### src/rtl/bin_to_bcd_seq_pkg.sv
// Shared definitions for the sequential binary-to-BCD converter: state
// encoding, digit width and the add-3 threshold.
package bcd_pkg;
  localparam int         DIGIT_W     = 4;
  localparam logic [3:0] ADD3_THRESH = 4'd5;

  typedef enum logic [1:0] {
    IDLE   = 2'd0,
    CONV   = 2'd1,
    FINISH = 2'd2
  } state_e;
endpackage

### src/rtl/bin_to_bcd_seq_if.sv
// Start/done handshake and result bus of bin_to_bcd_seq.
// Carries the optional blank vector when BCD_BLANK_LEADING_EN is defined.
interface bin_to_bcd_seq_if #(
  parameter int WIDTH  = 16,
  parameter int DIGITS = 5
) ();
  logic                  start;
  logic [WIDTH-1:0]      binary_in;
  logic                  busy;
  logic                  done;
  logic [DIGITS*4-1:0]   bcd_out;
  logic                  over_range;
`ifdef BCD_BLANK_LEADING_EN
  logic [DIGITS-1:0]     blank;

  modport master (output start, binary_in, input busy, done, bcd_out, over_range, blank);
  modport slave  (input start, binary_in, output busy, done, bcd_out, over_range, blank);
`else
  modport master (output start, binary_in, input busy, done, bcd_out, over_range);
  modport slave  (input start, binary_in, output busy, done, bcd_out, over_range);
`endif
endinterface

### src/rtl/bin_to_bcd_seq_add3_cell.sv
// One double-dabble correction cell: a BCD digit of 5 or more gets +3
// so that the following left shift carries correctly into the next digit.
module bcd_add3_cell
  import bcd_pkg::*;
(
  input  logic [DIGIT_W-1:0] digit_i,
  output logic [DIGIT_W-1:0] digit_o
);
  assign digit_o = (digit_i >= ADD3_THRESH) ? digit_i + DIGIT_W'(3) : digit_i;
endmodule

### src/rtl/bin_to_bcd_seq.sv
// Sequential double-dabble binary-to-BCD converter, one input bit per clock.
// Optional leading-zero blank output enabled by BCD_BLANK_LEADING_EN.
module bin_to_bcd_seq
  import bcd_pkg::*;
#(
  parameter int WIDTH  = 16,
  parameter int DIGITS = 5,
  parameter int SHOWN  = 4
) (
  input  logic             clk,
  input  logic             reset,
  bin_to_bcd_seq_if.slave  bus
);
  localparam int BCD_W = DIGITS * DIGIT_W;
  localparam int TOT_W = BCD_W + WIDTH;
  localparam int CNT_W = (WIDTH > 1) ? $clog2(WIDTH) : 1;

  state_e             state_q, state_d;
  logic [TOT_W-1:0]   sr_q, sr_d;
  logic [CNT_W-1:0]   cnt_q, cnt_d;
  logic [BCD_W-1:0]   bcd_q, bcd_d;
  logic               ovr_q, ovr_d;
  logic               done_q, done_d;
  logic [BCD_W-1:0]   bcd_field;
  logic [BCD_W-1:0]   bcd_adj;
  logic               ovr_calc;

  assign bcd_field = sr_q[TOT_W-1:WIDTH];

  for (genvar g = 0; g < DIGITS; g++) begin : g_cell
    bcd_add3_cell u_cell (
      .digit_i (bcd_field[g*DIGIT_W +: DIGIT_W]),
      .digit_o (bcd_adj[g*DIGIT_W +: DIGIT_W])
    );
  end

  always_comb begin
    ovr_calc = 1'b0;
    for (int i = SHOWN; i < DIGITS; i++) ovr_calc = ovr_calc | (|bcd_field[i*DIGIT_W +: DIGIT_W]);
  end

`ifdef BCD_BLANK_LEADING_EN
  logic [DIGITS-1:0] blank_q, blank_d, blank_calc;
  logic              blk_seen;

  // Scan from the top digit down; a digit is blank until a nonzero one appears.
  always_comb begin
    blk_seen   = 1'b0;
    blank_calc = '0;
    for (int i = DIGITS - 1; i >= 1; i--) begin
      blk_seen      = blk_seen | (|bcd_field[i*DIGIT_W +: DIGIT_W]);
      blank_calc[i] = ~blk_seen;
    end
  end
  assign bus.blank = blank_q;
`endif

  always_comb begin
    state_d = state_q;
    sr_d    = sr_q;
    cnt_d   = cnt_q;
    bcd_d   = bcd_q;
    ovr_d   = ovr_q;
    done_d  = 1'b0;
`ifdef BCD_BLANK_LEADING_EN
    blank_d = blank_q;
`endif
    case (state_q)
      IDLE: begin
        if (bus.start) begin
          sr_d    = {{BCD_W{1'b0}}, bus.binary_in};
          cnt_d   = '0;
          state_d = CONV;
        end
      end
      CONV: begin
        // Corrected digits and remaining binary bits shift left as one register.
        sr_d  = {bcd_adj[BCD_W-2:0], sr_q[WIDTH-1:0], 1'b0};
        cnt_d = cnt_q + CNT_W'(1);
        if (cnt_q == CNT_W'(WIDTH - 1)) state_d = FINISH;
      end
      FINISH: begin
        bcd_d   = bcd_field;
        ovr_d   = ovr_calc;
        done_d  = 1'b1;
`ifdef BCD_BLANK_LEADING_EN
        blank_d = blank_calc;
`endif
        state_d = IDLE;
      end
      default: state_d = IDLE;
    endcase
  end

  always_ff @(posedge clk or posedge reset) begin
    if (reset) begin
      state_q <= IDLE;
      sr_q    <= '0;
      cnt_q   <= '0;
      bcd_q   <= '0;
      ovr_q   <= 1'b0;
      done_q  <= 1'b0;
`ifdef BCD_BLANK_LEADING_EN
      blank_q <= '0;
`endif
    end else begin
      state_q <= state_d;
      sr_q    <= sr_d;
      cnt_q   <= cnt_d;
      bcd_q   <= bcd_d;
      ovr_q   <= ovr_d;
      done_q  <= done_d;
`ifdef BCD_BLANK_LEADING_EN
      blank_q <= blank_d;
`endif
    end
  end

  assign bus.busy       = (state_q != IDLE);
  assign bus.done       = done_q;
  assign bus.bcd_out    = bcd_q;
  assign bus.over_range = ovr_q;
endmodule

### src/flat_wrapper.sv
// flat-port wrapper written by rule: the top's interface ports become plain ports
module bin_to_bcd_seq_flat import bcd_pkg::*;
#(
  parameter int WIDTH  = 16,
  parameter int DIGITS = 5,
  parameter int SHOWN  = 4
)
  (clk, reset, bus_start, bus_binary_in, bus_busy, bus_done, bus_bcd_out, bus_over_range);
  bin_to_bcd_seq_if #(.WIDTH(WIDTH), .DIGITS(DIGITS)) bus_i ();
  input  logic clk;
  input  logic reset;
  input wire logic [$bits(bus_i.start)-1:0] bus_start;
  input wire logic [$bits(bus_i.binary_in)-1:0] bus_binary_in;
  output wire logic [$bits(bus_i.busy)-1:0] bus_busy;
  output wire logic [$bits(bus_i.done)-1:0] bus_done;
  output wire logic [$bits(bus_i.bcd_out)-1:0] bus_bcd_out;
  output wire logic [$bits(bus_i.over_range)-1:0] bus_over_range;
  assign bus_i.start = bus_start;
  assign bus_i.binary_in = bus_binary_in;
  assign bus_busy = bus_i.busy;
  assign bus_done = bus_i.done;
  assign bus_bcd_out = bus_i.bcd_out;
  assign bus_over_range = bus_i.over_range;
  bin_to_bcd_seq #(.WIDTH(WIDTH), .DIGITS(DIGITS), .SHOWN(SHOWN)) u_core (.clk(clk), .reset(reset), .bus(bus_i));
endmodule
### config.mk
export PLATFORM = sky130hd
export DESIGN_NAME = bin_to_bcd_seq_flat
export DESIGN_NICKNAME = d
export VERILOG_FILES = /design/src/rtl/bin_to_bcd_seq_pkg.sv /design/src/rtl/bin_to_bcd_seq_if.sv /design/src/rtl/bin_to_bcd_seq_add3_cell.sv /design/src/rtl/bin_to_bcd_seq.sv /design/src/flat_wrapper.sv
export SDC_FILE = /design/constraint.sdc
export NUM_CORES = 1
export LEC_CHECK = 0
export ABC_CLOCK_PERIOD_IN_PS = 3000
export BUFFER_PORTS_ARGS = -buffer_cell sky130_fd_sc_hd__buf_2
export CELL_PAD_IN_SITES_DETAIL_PLACEMENT = 1
export CELL_PAD_IN_SITES_GLOBAL_PLACEMENT = 2
export CORE_MARGIN = 2
export CORE_UTILIZATION = 36
export CTS_CLUSTER_SIZE = 20
export DETAILED_ROUTE_END_ITERATION = 8
export PLACE_DENSITY_LB_ADDON = 0.1
export SLEW_MARGIN = 20
export SYNTH_ARGS = -nofsm -noshare
export SYNTH_HDL_FRONTEND = slang
export SYNTH_SLANG_ARGS = --single-unit
### constraint.sdc
create_clock -name clk -period 3 [get_ports clk]
set_clock_uncertainty 0.1 [all_clocks]
set_input_delay 0.6 -clock clk [delete_from_list [all_inputs] [get_ports clk]]
set_output_delay 0.6 -clock clk [all_outputs]
set_load 0.005 [all_outputs]
==> impl_results.md, run 1 <==
- Pwr per Cell Area: 1020 mW/mm^2
- GRT busiest layer: met2
- Fraction of the yosys area taken by sequential cells: 52.4%
- Clock transition at path regs: 70 ps
- Switching Fraction: 38.1%
- Worst-margin pin slew: 836 ps
- Placed instance count: 452
- Iter 0 DRT Violations: 45
- Hpwl dp: 4550 microns
- Internal power: 0.00222 W
- Compound-cell area share of the yosys netlist: 16.6%
- Placed cell area: 0.00333 sq mm
- CTS tree: done
- First-pass GRT wire length: 11,900 microns
- Die X: 96.2 microns
- Vias: 2,332
- Status: finished clean
- Pre-antenna DRT Iters: 5
- RePlAce Congestion: 0.753
- Terminus of the critical flop-to-flop path: u_core.cnt_q[2]
- Startpoint types: flop
- Synth unique cells: 28
- Lkg Pwr: 1.81 nW
- Largest family of logic cells by synthesized area: simple AND/OR/NAND/NOR gates
- Met2 Usage GRT: 27.5%
- Vias/cell: 4.98
- Post-layout instance area: 0.00352 sq mm
- Post-CTS Setup Inserts: 0
- Rows: 33
- Ys Warns: 0
- Mapped Area: 0.00306 sq mm
- Non-filler cells in the finished layout: 468
- Max Transition Viols Final: 0
- Synth Area in Simple Gates: 18.2%
- Post-layout min period: 2190 ps
- Cells after Synth: 318
- Layout cells sized above 1: 18.2%
- Net switching power: 0.00137 W
- Multi-input gate area: 0.00131 sq mm
- Sum Neg Setup Slack: 0 ps
- Total die area: 0.00925 sq mm
- XOR/XNOR Fraction of Synth Area: 1.43%
- Largest net degree at the start of global routing: 36
- Inserted Diodes: 0
- Syn nets: 349
- RSZ-0062 raised after global routing: false
- Port Buffers: 41
- H-tree Lvls: 3
- DRC Markers: 0
- Final net count: 389
- WL final: 6930 microns
- Adder-Cell Fraction of Synth Area: 4.91%
- Worst reg2reg path startpoint: u_core.state_q[1]
- Reg2reg setup slack: 960 ps
- Critical Path AT: 1490 ps
- Post-cts hold buffer count: 0
- Clock power frac: 20.8%
- Fin util: 42.9%
- FILL cells: 984
- Die height: 96.2 microns
- Logic pwr share: 37.6%
- Slew headroom: 44.1%
- Cell at the root of the clock tree: clkbuf_8
- CTS Buffer Depth: 2
- ANT nets after route: 0
- Mux contribution to synthesized area: 1.64%
- Sink Count: 64
- Gr ovfl total: 0
- Tcrit/Tclk final: 72.9%
- Critical Path Fanout Max: 23
- Final setup vio count: 0
- Final hold vios: 0
- Yosys reg bits: 64
- Sequential power share: 41.5%
- Fmax achieved: 0.457 GHz
- Crit path required time: 2300 ps
- Hold/Removal Path Class: input pin to async pin
- Placeable Area: 0.00822 sq mm
- Area growth syn-to-layout: 15.3%
- Starting Density: 37.2%
- Max-cap violations: 0
- Vias in the first global route: 2,423
- Syn Area/Cell: 9.62 sq um
- Critical path type: flop to primary output
- GRT Util Overall: 16.8%
- Seq. cell area: 0.00160 sq mm
- Post-CTS resize count: 0
- Clk_lat worst skew: 330 ps
- FF-to-FF path depth: 4
- WL/cell: 14.8 microns
- Met3 GRT Util: 2.74%
- Initial antenna violation count: 0
- Worst vdd ir: 0.323 mV
- Met1 Use GR: 22.1%
- Number of I/O pins: 42
- CTS Buf Count: 9
- CP endpoint kind: primary output
## cells in the mapped netlist
cell type	n	share of area, %
nand2_1	67	8.2
mux2i_1	5	1.6
nor2_1	3	0.37
o21bai_4	1	0.61
o21ai_0	36	5.9
inv_2	1	0.12
nor2b_1	4	0.82
and3b_1	10	2.9
buf_2	11	1.8
a21oi_1	26	4.3
a22oi_1	5	1.2
buf_6	2	0.74
xnor2_1	5	1.4
buf_4	3	0.74
or2_2	1	0.20
a22o_1	8	2.3
a21o_1	1	0.25
ha_1	12	4.9
and2b_1	4	0.98
inv_1	11	1.4
nor3b_1	4	0.98
nand2b_1	7	1.4
clkbuf_1	1	0.12
o21ai_1	11	1.8
nor3_1	7	1.1
a41oi_1	1	0.29
dfrtp_1	64	52
nand3_1	7	1.1
## power by group through the flow
stage	sequential, W	clock (W)	combinational (W)
2_1_floorplan	0.00142	0	0.00106
3_3_place_gp	0.00150	0	0.00132
3_5_place_dp	0.00151	0	0.00137
4_1_cts	0.00150	0.000772	0.00138
5_1_grt	0.00155	0.000812	0.00157
6_report	0.00149	0.000747	0.00135
## critical path, cell delays in order (launching register included)
cell     delay, ps
dfrtp_1        640
or2_2          390
buf_2          130
## worst max-delay path by stage
stage,start,to
after global placement,bus_start,u_core.sr_q[35]
after detailed placement,u_core.state_q[1],u_core.cnt_q[2]
after CTS,u_core.state_q[1],bus_busy
final,u_core.state_q[1],bus_busy
after floorplan,reset,u_core.bus.bcd_out[0]
after global routing,u_core.state_q[1],bus_busy
## cell families after synthesis
kind of cell,count (synthesis)
AO/OA/AOI/OAI,89
XOR/XNOR,5
adder cells (fa/ha/maj),12
buffers and inverters,29
flip-flops,64
multiplexers,5
AND/OR/NAND/NOR,114
## stage by stage
| stage | hold WS [ps] | setup WS, ps | power [W] |
|---|---|---|---|
| CTS | 243 | 781 | 0.00365 |
| floorplan | 350 | 702 | 0.00249 |
| global placement | 354 | 1010 | 0.00282 |
| finish | 224 | 812 | 0.00359 |
| detailed placement | 358 | 933 | 0.00288 |
| global route | 280 | 706 | 0.00394 |
## cell type report
cell class | count | share of cell area (%)
clock buffers | 10 | 3.90
clock inverters | 6 | 1.67
inverters | 12 | 1.28
multi-input cells | 225 | 37.1
flip-flops and latches | 64 | 45.4
well taps | 105 | 3.73
repair buffers | 46 | 6.89
## placed cells by master (no fill, tap or decap), drive strengths merged
master   n
a21o     1
a21oi   26
a22o     8
a22oi    5
a41oi    1
and2b    4
and3b   10
buf     46
bufinv   1
clkbuf  10
clkinv   5
dfrtp   64
ha      12
inv     12
mux2i    5
nand2   67
nand2b   7
nand3    7
nor2     3
nor2b    4
nor3     7
nor3b    4
o21ai   47
o21bai   1
or2      1
xnor2    5
## registers in the layout, summed over array words and instances (netlist names)
name,flops
u_core.bus.bcd_out,20
u_core.state_q,2
u_core.bus.over_range,1
u_core.sr_q,36
u_core.cnt_q,4
u_core.bus.done,1
## per-layer routing
metal / vias to the layer above / share of wire, % / wire, microns
met3: 8 / 2.9 / 202
met4: 0 / 1.5 / 106
li1: 1165 / - / -
met2: 35 / 47 / 3270
met1: 1124 / 48 / 3350
met5: - / 0 / 0
Note: power is estimated with default switching activity, not from simulation.
==> inputs of run 2 (changes only) <==
ABC_CLOCK_PERIOD_IN_PS = 1900   (was 3000)
CORE_UTILIZATION = 32   (was 36)
clock period = 1.9 ns   (was 3 ns; I/O delays follow)
==> run 2 against run 1 <==
Flip-flop and latch count unchanged. Cell count increased by 7.1%. Utilization decreased by 3.2 points.
==> impl_results.md, run 2 (synthesis results as in run 1) <==
- Fin util: 39.7% (-3.2 points)
- Tcrit/Tclk final: 95.7%
- Placeable Area: 0.00924 sq mm (+12%)
- Clk_lat worst skew: 340 ps (about the same)
- First-pass GRT wire length: 12,200 microns (+3.0%)
- H-tree Lvls: 3 (unchanged)
- Startpoint types: flop
- GRT Util Overall: 15.1% (-1.7 points)
- Status: finished clean
- Final setup vio count: 0 (unchanged)
- Hpwl dp: 4580 microns (+0.65%)
- WL final: 6980 microns (+0.75%)
- CP endpoint kind: primary output
- Critical Path Fanout Max: 14 (-39%)
- Total die area: 0.0104 sq mm (+12%)
- Lkg Pwr: 1.85 nW (+2.6%)
- Area growth syn-to-layout: 20.0%
- Initial antenna violation count: 0 (unchanged)
- Cell at the root of the clock tree: clkbuf_8
- Slew headroom: 44.1% (-0.049 points)
- RePlAce Congestion: 0.768 (+2.0%)
- Pwr per Cell Area: 1570 mW/mm^2 (+54%)
- WHS Path Cells: 3
- Most frequent cells in the layout: 67 x nand2_1, 63 x dfrtp_1, 41 x buf_2, 36 x o21ai_0, 26 x a21oi_1
- Top reg by flops: u_core.sr_q
- WL/cell: 13.9 microns (-5.9%)
- Leading cell type in the layout, fill and taps excluded: nand2_1
- CTS Buffer Depth: 2 (unchanged)
- CTS tree: done
- Worst-margin pin slew: 837 ps (+0.737 ps)
- Critical path type: flop to primary output
- Hold/Removal Path Class: input pin to flop
- Worst vdd ir: 0.436 mV (+35%)
- Vias in the first global route: 2,488 (+2.7%)
- Port Buffers: 41 (unchanged)
- Largest net degree at the start of global routing: 36 (unchanged)
- Die height: 102 microns (+5.8%)
- Sum Neg Setup Slack: 0 ps (unchanged)
- Sink Count: 64 (unchanged)
- Clock transition at path regs: 70 ps (about the same)
- Crit path depth: 3 (+1)
- Post-layout min period: 1820 ps
- Pre-antenna DRT Iters: 3 (-2)
- Gr ovfl total: 0 (unchanged)
- Final hold vios: 0 (unchanged)
- Iter 0 DRT Violations: 24 (-47%)
- CP peak stage delay: 410 ps (-230 ps)
- Vias/cell: 4.70 (-5.6%)
- Max-cap violations: 0 (unchanged)
- Buf/Inv on CP: 2 (+1)
- RSZ-0062 raised after global routing: false
- Inserted Diodes: 0 (unchanged)
- DRC Markers: 0 (unchanged)
- FF-to-FF path depth: 4 (unchanged)
- Layout cells sized above 1: 19.4% (+1.2 points)
- Largest register FFs: 36 (unchanged)
- Fmax achieved: 0.550 GHz
- Die X: 102 microns (+5.8%)
- Starting Density: 33.1% (-4.1 points)
- Family with the most delay on the worst path: flip-flops
- Critical Path AT: 1340 ps (-150 ps)
- Crit path cell chain: buf_4 > or2_2 > buf_2
- Rows: 35 (+6.1%)
- ANT nets after route: 0 (unchanged)
- Final net count: 398 (+2.3%)
- FILL cells: 1,080 (+9.8%)
- Crit path required time: 1420 ps (-880 ps)
- Max stage delay cell, worst path: dfrtp_2
- Vias: 2,356 (+1.0%)
- Number of I/O pins: 42 (unchanged)
- Max Transition Viols Final: 0 (unchanged)
- CTS Buf Count: 9 (unchanged)
-- run 2: cell count changes in the layout (fill, tap and decap cells not counted) --
cell,before,now
buf_4,5,10
clkinv_2,4,0
buf_12,0,3
clkbuf_1,0,3
clkinvlp_4,0,2
clkbuf_8,10,11
clkinv_4,1,0
dfrtp_1,64,63
dfrtp_2,0,1
dlygate4sd3_1,0,1
inv_2,2,1
-- run 2: report_power, final --
| part | switching, W | internal (W) | total, W |
|---|---|---|---|
| clock network | 0.000532 | 0.000681 | 0.00121 |
| registers | 0.000412 | 0.00189 | 0.00231 |
| logic | 0.00118 | 0.00105 | 0.00223 |
| total | 0.00212 | 0.00363 | 0.00575 |
-- run 2: what timing repair did --
action	CTS	global route
setup buffers	1	0
resized for setup	1	0
pin swaps	0	1
hold buffers	1	0
setup endpoints to repair	1	1
endpoints found under the hold margin	14	0
-- run 2: per-stage QoR --
stage	hold WS (ps)	instance area, sq um	total power (W)	instances	worst slack (ps)
final	222	3670	0.00575	501	82.4
after global routing	258	3670	0.00633	501	6.87
after CTS	215	3670	0.00587	501	60.3
after detailed placement	306	3450	0.00461	483	210
after global placement	311	3450	0.00453	483	230
after floorplan	350	3060	0.00393	318	387
-- run 2: metal layers --
layer  up-vias  GRT usage [%]  part of all wire, %
met2        36           24.1                   47
met4         0           5.61                  1.2
met5         -              0                    0
met1      1136           20.2                   50
li1       1177              -                    -
met3         7           3.31                  2.7
-- run 2: path summary, 6_finish.rpt --
check                                  startpoint                endpoint  slack, ps
setup / recovery                u_core.state_q[0]                bus_busy         80
hold / removal                   bus_binary_in[1]          u_core.sr_q[1]        220
setup reg to reg                u_core.state_q[0]         u_core.sr_q[31]        210
hold reg to reg            u_core.bus.bcd_out[14]  u_core.bus.bcd_out[14]        370
max in group asynchronous                   reset   u_core.bus.bcd_out[8]        750
min in group asynchronous                   reset          u_core.sr_q[4]        490
-- run 2: tightest hold or removal path, cell delays in order --
cell	delay [ps]
buf_2	80
a21oi_1	50
o21ai_0	120
-- run 2: layout make-up --
class	count	area (sq um)	area share [%]
sequential	64	1600	43.7
multi-input combinational	225	1310	35.6
timing repair buffer	55	350	9.54
clock buffer	14	163	4.43
tap	129	161	4.40
inverter	12	48.8	1.33
clock inverter	2	37.5	1.02
==> inputs of run 3 (changes only) <==
ABC_CLOCK_PERIOD_IN_PS = 1500   (was 1900)
clock period = 1.5 ns   (was 1.9 ns; I/O delays follow)
==> run 3 against run 2 <==
The flow now finishes with violations (setup timing). Critical path depth is 1 lower. Sequential power up 30%. Register-to-register slack got worse by 180 ps. Die area unchanged. Largest cell class unchanged. Highest routed layer unchanged.
==> impl_results.md, run 3 (synthesis results as in run 1) <==
- Status: finished, violations left
- Failing checks: setup timing
- Post-route setup slack: -6.35 ps (-88.7 ps)
- Iter 0 DRT Violations: 74 (+210%)
- Inserted Diodes: 0 (unchanged)
- Crit path cell chain: or2_4 > buf_6
- Gr ovfl total: 0 (unchanged)
- Total die area: 0.0104 sq mm (unchanged)
- Area growth syn-to-layout: 33.1%
- Number of I/O pins: 42 (unchanged)
- Vias: 2,483 (+5.4%)
- Post-layout min period: 1510 ps
- Tcrit/Tclk final: 100%
- Max stage delay cell, worst path: dfrtp_2
- Max Transition Viols Final: 0 (unchanged)
- Hold/Removal Path Class: input pin to flop
- Slew headroom: 75.7% (+32 points)
- Fmax achieved: 0.664 GHz
- Sum Neg Setup Slack: -6.35 ps (-6.35 ps)
- Vias/cell: 4.69 (-0.19%)
- Initial antenna violation count: 0 (unchanged)
- CP endpoint kind: primary output
- WL final: 7530 microns (+7.9%)
- DRC Markers: 0 (unchanged)
- Max-cap violations: 0 (unchanged)
- DP Worst Slack: -91.2 ps (-302 ps)
- Starting Density: 33.1% (unchanged)
- Final setup vio count: 1 (+1)
- Placed cell area: 0.00358 sq mm (+3.7%)
- Sequential power share: 35.0% (-5.1 points)
- Pwr per Cell Area: 2110 mW/mm^2 (+35%)
- Die X: 102 microns (unchanged)
- H-tree Lvls: 3 (unchanged)
- Layout cells sized above 1: 33.0% (+14 points)
- RSZ-0062 raised after global routing: true
- Die height: 102 microns (unchanged)
- Most frequent cells in the layout: 67 x nand2_1, 62 x dfrtp_1, 40 x buf_2, 35 x buf_4, 31 x o21ai_0
- Final net count: 426 (+7.0%)
- Clock transition at path regs: 70 ps (about the same)
- Critical Path Fanout Max: 2 (-12)
- Critical path type: flop to primary output
- WL/cell: 14.2 microns (+2.2%)
- Net switching power: 0.00314 W (+48%)
- Crit path required time: 1100 ps (-320 ps)
- Clk_lat worst skew: 340 ps (about the same)
- Cell at the root of the clock tree: clkbuf_8
- Rows: 35 (unchanged)
- Pre-antenna DRT Iters: 4 (+1)
- Port Buffers: 41 (unchanged)
- Leading cell type in the layout, fill and taps excluded: nand2_1
- Logic pwr share: 45.1% (+6.3 points)
- First-pass GRT wire length: 12,400 microns (+1.6%)
- GRT Util Overall: 15.4% (+0.27 points)
- CTS tree: done
- CTS Buffer Depth: 2 (unchanged)
- Hpwl dp: 4840 microns (+5.5%)
- Switching Fraction: 36.5% (-0.47 points)
- ANT nets after route: 0 (unchanged)
- Placeable Area: 0.00924 sq mm (unchanged)
- Critical Path AT: 1110 ps (-230 ps)
- Lkg Pwr: 2.03 nW (+9.4%)
- Top reg by flops: u_core.sr_q
- Internal power: 0.00547 W (+51%)
- Startpoint types: flop
- CTS Buf Count: 9 (unchanged)
- RePlAce Congestion: 0.817 (+6.3%)
- Largest net degree at the start of global routing: 36 (unchanged)
- Vias in the first global route: 2,578 (+3.6%)
- Worst vdd ir: 0.864 mV (+98%)
- Clock power frac: 20.0% (-1.1 points)
- Worst-margin pin slew: 364 ps (-473 ps)
- Final hold vios: 0 (unchanged)
- Post-layout instance area: 0.00407 sq mm (+11%)
- Sink Count: 64 (unchanged)
- Largest register FFs: 36 (unchanged)
- CP peak stage delay: 410 ps (about the same)
## run 3: final cells by class
class | count | area [sq um]
Tap cell | 129 | 161
Timing Repair Buffer | 83 | 578
Inverter | 12 | 51.3
Clock buffer | 11 | 151
Multi-Input combinational cell | 225 | 1450
Clock inverter | 5 | 78.8
Fill cell | 1083 | 5170
Sequential cell | 64 | 1600
## run 3: per-layer routing
metal	track usage [%]	vias up	part of all wire, %
met1	20.6	1200	49
met5	0	-	0
met3	2.62	11	2.6
li1	-	1237	-
met2	24.3	35	46
met4	7.17	0	1.9
## run 3: path summary, 6_finish.rpt
check / from / endpoint / slack, ps / cells after the start
hold / removal: bus_binary_in[3] / u_core.sr_q[3] / 140 / 3
setup / recovery: u_core.state_q[0] / bus_busy / -6 / 2
max in group asynchronous: reset / u_core.state_q[1] / 400 / 4
min in group asynchronous: reset / u_core.sr_q[3] / 390 / 3
setup reg to reg: u_core.sr_q[17] / u_core.sr_q[18] / 30 / 6
hold reg to reg: u_core.bus.bcd_out[14] / u_core.bus.bcd_out[14] / 370 / 2
## run 3: repair_timing
action,in CTS,in global routing
setup endpoints to repair,9,17
resized for setup,11,36
pin swaps,1,10
hold buffers,1,0
hold endpoints to repair,11,0
setup buffers,2,10
## run 3: worst max-delay path, delay by kind of cell, from the launching register on
family                 cells  cell delay (ps)
and+or+nand+nor            1              250
DFF                        1              410
buffers and inverters      1              110
## run 3: power by group through the flow
| stage | combinational, W | clock (W) | sequential, W |
|---|---|---|---|
| finish | 0.00388 | 0.00172 | 0.00301 |
| global route | 0.00436 | 0.00186 | 0.00312 |
| detailed placement | 0.00319 | 0 | 0.00297 |
| global placement | 0.00311 | 0 | 0.00295 |
| CTS | 0.00334 | 0.00179 | 0.00294 |
| floorplan | 0.00213 | 0 | 0.00284 |
## run 3: stage by stage
step	std cells	hold WS [ps]	util (%)	power (W)
detailed placement	500	203	38.7	0.00616
CTS	519	126	41.9	0.00807
global route	529	155	44.1	0.00935
floorplan	318	331	-	0.00497
global placement	500	202	38.7	0.00606
finish	529	142	44.1	0.00860
